--- src/rtl/muldiv_unit.sv ---
// rtl/muldiv_unit.sv - radix-2 iterative multiply/divide unit driving the HI/LO registers
// SIGNED_MD_EN selects two's-complement mult/div for op 10/11; otherwise op[1] is ignored.
module muldiv_unit #(
    parameter int WIDTH = 32
) (
    input  logic             clk,
    input  logic             rst,
    input  logic             start,
    input  logic [1:0]       op,
    input  logic [WIDTH-1:0] a,
    input  logic [WIDTH-1:0] b,
    input  logic             hi_we,
    input  logic             lo_we,
    input  logic [WIDTH-1:0] wd,
    output logic             busy,
    output logic             done,
    output logic             div_by_zero,
    output logic [WIDTH-1:0] hi,
    output logic [WIDTH-1:0] lo
);

    localparam int CW = $clog2(WIDTH) + 1;
    localparam logic [0:0] S_IDLE = 1'b0;
    localparam logic [0:0] S_RUN  = 1'b1;
    localparam logic [CW-1:0] LAST = CW'(WIDTH - 1);

    logic [0:0]         state;
    logic [CW-1:0]      cnt;
    logic               is_div;
    logic               b_zero;
    logic [WIDTH-1:0]   opb;
    logic [2*WIDTH-1:0] acc;
    logic [2*WIDTH-1:0] acc_nxt;
    logic [WIDTH:0]     add_sum;
    logic [WIDTH:0]     shifted;
    logic [WIDTH:0]     diff;
    logic [WIDTH-1:0]   mag_a;
    logic [WIDTH-1:0]   mag_b;
    logic [2*WIDTH-1:0] prod;
    logic [WIDTH-1:0]   quo;
    logic [WIDTH-1:0]   rem;
    logic [WIDTH-1:0]   res_hi;
    logic [WIDTH-1:0]   res_lo;

    assign busy = (state == S_RUN);

    // acc holds {partial product, multiplier} for multiply and {remainder, dividend/quotient} for divide
    always_comb begin
        add_sum = {1'b0, acc[2*WIDTH-1:WIDTH]} + (acc[0] ? {1'b0, opb} : '0);
        shifted = acc[2*WIDTH-1:WIDTH-1];
        diff    = shifted - {1'b0, opb};
        if (is_div) begin
            if (diff[WIDTH])
                acc_nxt = {shifted[WIDTH-1:0], acc[WIDTH-2:0], 1'b0};
            else
                acc_nxt = {diff[WIDTH-1:0], acc[WIDTH-2:0], 1'b1};
        end else begin
            acc_nxt = {add_sum, acc[WIDTH-1:1]};
        end
    end

`ifdef SIGNED_MD_EN
    logic sign_a;
    logic sign_b;
    logic neg_res;
    logic neg_rem;

    assign sign_a = op[1] & a[WIDTH-1];
    assign sign_b = op[1] & b[WIDTH-1];
    assign mag_a  = sign_a ? -a : a;
    assign mag_b  = sign_b ? -b : b;

    always_ff @(posedge clk or posedge rst) begin
        if (rst) begin
            neg_res <= 1'b0;
            neg_rem <= 1'b0;
        end else if (state == S_IDLE && start) begin
            neg_res <= sign_a ^ sign_b;
            neg_rem <= sign_a;
        end
    end

    // Remainder follows the dividend sign, so a zero divisor hands back the raw dividend
    always_comb begin
        prod = neg_res ? -acc_nxt : acc_nxt;
        quo  = neg_res ? -acc_nxt[WIDTH-1:0] : acc_nxt[WIDTH-1:0];
        rem  = neg_rem ? -acc_nxt[2*WIDTH-1:WIDTH] : acc_nxt[2*WIDTH-1:WIDTH];
    end
`else
    logic unused_op_sign;

    assign unused_op_sign = op[1];
    assign mag_a = a;
    assign mag_b = b;
    assign prod  = acc_nxt;
    assign quo   = acc_nxt[WIDTH-1:0];
    assign rem   = acc_nxt[2*WIDTH-1:WIDTH];
`endif

    assign res_hi = is_div ? rem : prod[2*WIDTH-1:WIDTH];
    assign res_lo = is_div ? (b_zero ? '1 : quo) : prod[WIDTH-1:0];

    always_ff @(posedge clk or posedge rst) begin
        if (rst) begin
            state       <= S_IDLE;
            cnt         <= '0;
            is_div      <= 1'b0;
            b_zero      <= 1'b0;
            opb         <= '0;
            acc         <= '0;
            hi          <= '0;
            lo          <= '0;
            done        <= 1'b0;
            div_by_zero <= 1'b0;
        end else begin
            done        <= 1'b0;
            div_by_zero <= 1'b0;
            case (state)
                S_IDLE: begin
                    if (start) begin
                        state  <= S_RUN;
                        cnt    <= '0;
                        is_div <= op[0];
                        b_zero <= (b == '0);
                        opb    <= op[0] ? mag_b : mag_a;
                        acc    <= {{WIDTH{1'b0}}, (op[0] ? mag_a : mag_b)};
                    end else begin
                        if (hi_we) hi <= wd;
                        if (lo_we) lo <= wd;
                    end
                end
                default: begin
                    acc <= acc_nxt;
                    cnt <= cnt + 1'b1;
                    if (cnt == LAST) begin
                        state       <= S_IDLE;
                        hi          <= res_hi;
                        lo          <= res_lo;
                        done        <= 1'b1;
                        div_by_zero <= is_div & b_zero;
                    end
                end
            endcase
        end
    end

endmodule

--- config.mk ---
export PLATFORM = sky130hd
export DESIGN_NAME = muldiv_unit
export DESIGN_NICKNAME = d
export VERILOG_FILES = /design/src/rtl/muldiv_unit.sv
export SDC_FILE = /design/constraint.sdc
export NUM_CORES = 1
export LEC_CHECK = 0
export CORE_AREA = 3 3 170 172
export CTS_BUF_LIST = sky130_fd_sc_hd__clkbuf_4
export CTS_CLUSTER_SIZE = 16
export DETAILED_ROUTE_END_ITERATION = 7
export DIE_AREA = 0 0 173 175
export HOLD_SLACK_MARGIN = 0.02
export PLACE_DENSITY = 0.67
export SYNTH_ARGS = -nofsm -noshare
export SYNTH_HDL_FRONTEND = slang
export SYNTH_SLANG_ARGS = --single-unit
--- constraint.sdc ---
create_clock -name clk -period 11.15 [get_ports clk]
set_input_delay 2.7875 -clock clk [delete_from_list [all_inputs] [get_ports clk]]
set_output_delay 2.7875 -clock clk [all_outputs]
set_load 0.005 [all_outputs]
==> summary.md <==
| Metric | Value |
|---|---|
| Min setup slack post-route | approximately 6.3 ns |
| Post-synth ARST share | 1.00 |
| Synthesized-area fraction occupied by ao, oa, aoi and oai cells | 0.248 |
| Chain of cells forming the critical path | clkdlybuf4s50_1 |
| Residual DRC count | 0 |
| Detailed-route via count | about 12000 |
| Number of hold violations in the final report | 0 |
| Static power due to leakage | just over 6 nW |
| CP Launch Point | busy |
| Number of levels the H-tree was split into | 4 |
| Worst path top cell family by delay | flip-flops |
| Cell accounting for the most synthesized area | dfrtp_1 |
| Drt pass-1 iters | 5 |
| Critical path endpoint category | primary output |
| Final critical delay including setup and external delays | 4.89 ns |
| Standard-cell rows | 61 |
| Arr. time, crit path | roughly 2.1 ns |
| DP HPWL | between 20 and 30 mm |
| Footprint of the flip-flops and latches | approximately 0.0043 mm² |
| Total setup violations reported at the end of the flow | 0 |
| Critical path depth in cells | 1 |
| Outcome | finished, final reports clean |
| Mapped Avg Cell Area | 8.46 µm² |
| Worst R2R Setup Slack | between 6 and 7 ns |
| Global router's overall resource usage | 0.259 |
| Combinational family with the most area after synthesis | compound AO/OA/AOI/OAI gates |
| Crit path capture | busy |
| CTS Root Cell | clkbuf_4 |
| Endpoint required time on the critical path | between 8 and 9 ns |
| Max Slew Vio Count | 0 |
| Antenna-violating nets left | 0 |
| Synth top area cells | dfrtp_1 (35%), mux2i_1 (8.7%), ha_1 (6.6%) |
| Slew of the pin with the lowest slew margin | 1.23 ns |
| Most common cell in the synthesized netlist | dfrtp_1 |
| Ratio of total power to cell area | ~340 mW/mm² |
| Die width | 173 µm |
| Insertion delay to the later sink of the worst-skew pair | about 0.61 ns |
| # fillers | between 2000 and 3000 |
| Cts repair resizes | 0 |
| Unrepaired setup endpoints after global routing | false |
| Net total in the final layout | 1727 |
| Min-Delay Path Depth | 2 |
| Post-synthesis to final-layout area growth | 17.8% |
| Post-detailed-route via-to-cell ratio | 5.97 |
| Core Box Area | between 0.02 and 0.03 mm² |
| Start of the worst register-to-register path | acc[31] |
| Multi-input gate area | about 0.0074 mm² |
| Setup Total Neg Slack | 0 ns |
| Net count after synthesis | approximately 1600 |
| Mapped cell area | roughly 0.012 mm² |
| Multiplexer share of the synthesized area | 0.0889 |
| Count of synthesis-stage warnings from yosys | 0 |
| Count of flip-flops with a built-in enable after synthesis | 0 |
| RR Endpoint | hi[7] |
| Post-Synth Simple-Gate Area | 0.155 |
| Wire length of the first global-routing pass | ~62 mm |
| Final worst clock skew | approximately 0.045 ns |
| Number of global-route vias before repair | roughly 11000 |
| Headroom to the max-slew limit | 0.178 |
| Worst Path Max Fanout | 56 |
| Hold buffer count at cts | 0 |
| Count of mapped cells out of synthesis | 1454 |
| Detail-routed net length per standard cell | between 20 and 25 µm |
| Dominant register cell in the synthesized netlist | dfrtp_1 |
| Clock buffer count from CTS | 17 |
| Total global routing overflow | 0 |
| Worst-case setup slack after placement | around 5.8 ns |
| Share of final-layout standard cells stronger than drive strength 1 | 0.0402 |
| Effective utilization at floorplan | 0.445 |
| Largest stage delay, worst path | 0.88 ns |
| Sequential cell area fraction in the yosys report | 0.348 |
| Area share of fa/ha/maj cells after synthesis | 0.0694 |
| Number of placed I/O pins | between 150 and 200 |
| Clock tree from TritonCTS | built |
| Part of the cycle the worst path needs | 0.438 |
| Largest net degree at the start of global routing | slightly above 70 |
| Die extent in y | around 180 µm |
| Number of buffers between clock root and the deepest sink | 2 |
| Number of setup buffers added after CTS | 0 |
| Critical path buffers and inverters | 1 |
| Number of antenna violations at the first check in global routing | 2 |
| Critical path class | reg2out |
| Max Fclk | a little over 0.2 GHz |
| Area fraction of the dominant cell type after synthesis | 0.348 |
| Die outline area | 0.0303 mm² |
| Post-synthesis share of cell area spent on xor and xnor gates | 0.0420 |
| Wire length after detailed routing | around 40 mm |
| Standard cell with the maximum stage delay on the critical path | dfrtp_4 |
| Maximum capacitance violations | 0 |
| Global placement routability congestion | ~0.96 |
| Kind of start point of the critical path | flop |
| Clock-pin slew on the worst setup and hold paths | 0.17 ns |
| Largest vdd supply drop | approximately 0.16 mV |
| List of most frequent post-synthesis cells | dfrtp_1 (171), nand2_1 (167), nor2_1 (128) |
| Total clock sinks | between 150 and 200 |
| Count of buffers inserted at the top-level ports | roughly 170 |
| Flip-flop and latch count after synthesis | 171 |
| Worst Hold Class | reg2reg |
| Drt initial violations | around 1100 |
| Count of cell types in the netlist | 62 |
| Worst Reg-to-Reg Cells | 15 |
==> worst min-delay path by stage <==
stage            from      to  slack (ns)
2_1_floorplan  cnt[5]  cnt[5]        0.45
3_3_place_gp   cnt[5]  cnt[5]        0.47
3_5_place_dp   cnt[5]  cnt[5]        0.49
4_1_cts        cnt[5]  cnt[5]        0.51
5_1_grt        cnt[5]  cnt[5]        0.54
6_report       opb[2]  opb[2]        0.52
==> layer usage <==
layer / vias to the layer above / wire, µm / track usage
met5: - / 0 / 0
met4: 0 / 930 / 0.0767
met3: 59 / 2710 / 0.0378
met2: 443 / 18200 / 0.403
met1: 5616 / 18000 / 0.375
li1: 5515 / - / -
==> state kept, by name, summed over array words and instances (netlist names) <==
name         flops
div_by_zero      1
acc             64
opb             32
cnt              6
hi              32
lo              32
is_div           1
done             1
busy             1
b_zero           1
==> report_power, final <==
| part | internal, mW | switching [mW] |
|---|---|---|
| combinational | 1.43 | 1.74 |
| sequential | 0.925 | 0.358 |
| clock | 0.142 | 0.270 |
==> layout make-up <==
cell class	instances	share of cell area
diodes	2	0.000346
well taps	378	0.0327
repair buffers	180	0.122
multi-input cells	1134	0.513
inverters	53	0.0141
clock buffers	17	0.00881
clock inverters	14	0.0126
flip-flops and latches	171	0.296
==> metrics by stage <==
step / power (mW) / area, µm² / std cells / utilization / hold WS (ns)
3_3_place_gp: 4.36 / 14200 / 1916 / 0.513 / 0.475
2_1_floorplan: 3.51 / 12300 / 1454 / - / 0.453
3_5_place_dp: 4.41 / 14200 / 1916 / 0.513 / 0.487
6_report: 4.86 / 14500 / 1949 / 0.524 / 0.516
5_1_grt: 5.29 / 14500 / 1949 / 0.524 / 0.541
4_1_cts: 4.83 / 14500 / 1947 / 0.524 / 0.513
==> kinds of logic after synthesis <==
group / count (synthesis)
AO/OA/AOI/OAI: 473
XOR/XNOR: 59
adder cells (fa/ha/maj): 67
buffers and inverters: 149
flip-flops: 171
multiplexers: 109
AND/OR/NAND/NOR: 426
==> placed cells by master, fill, tap and decap left out, drive strengths merged, types with 28 or more instances in the layout <==
master,n
a31oi,60
o211ai,31
mux2i,107
clkdlybuf4s50,167
a21o,41
inv,59
a211oi,41
nand2,167
dfrtp,171
nor2,128
xnor2,38
o221ai,28
ha,65
and2,37
o21ai,84
a21oi,127
(Power assumes the default switching activity.)
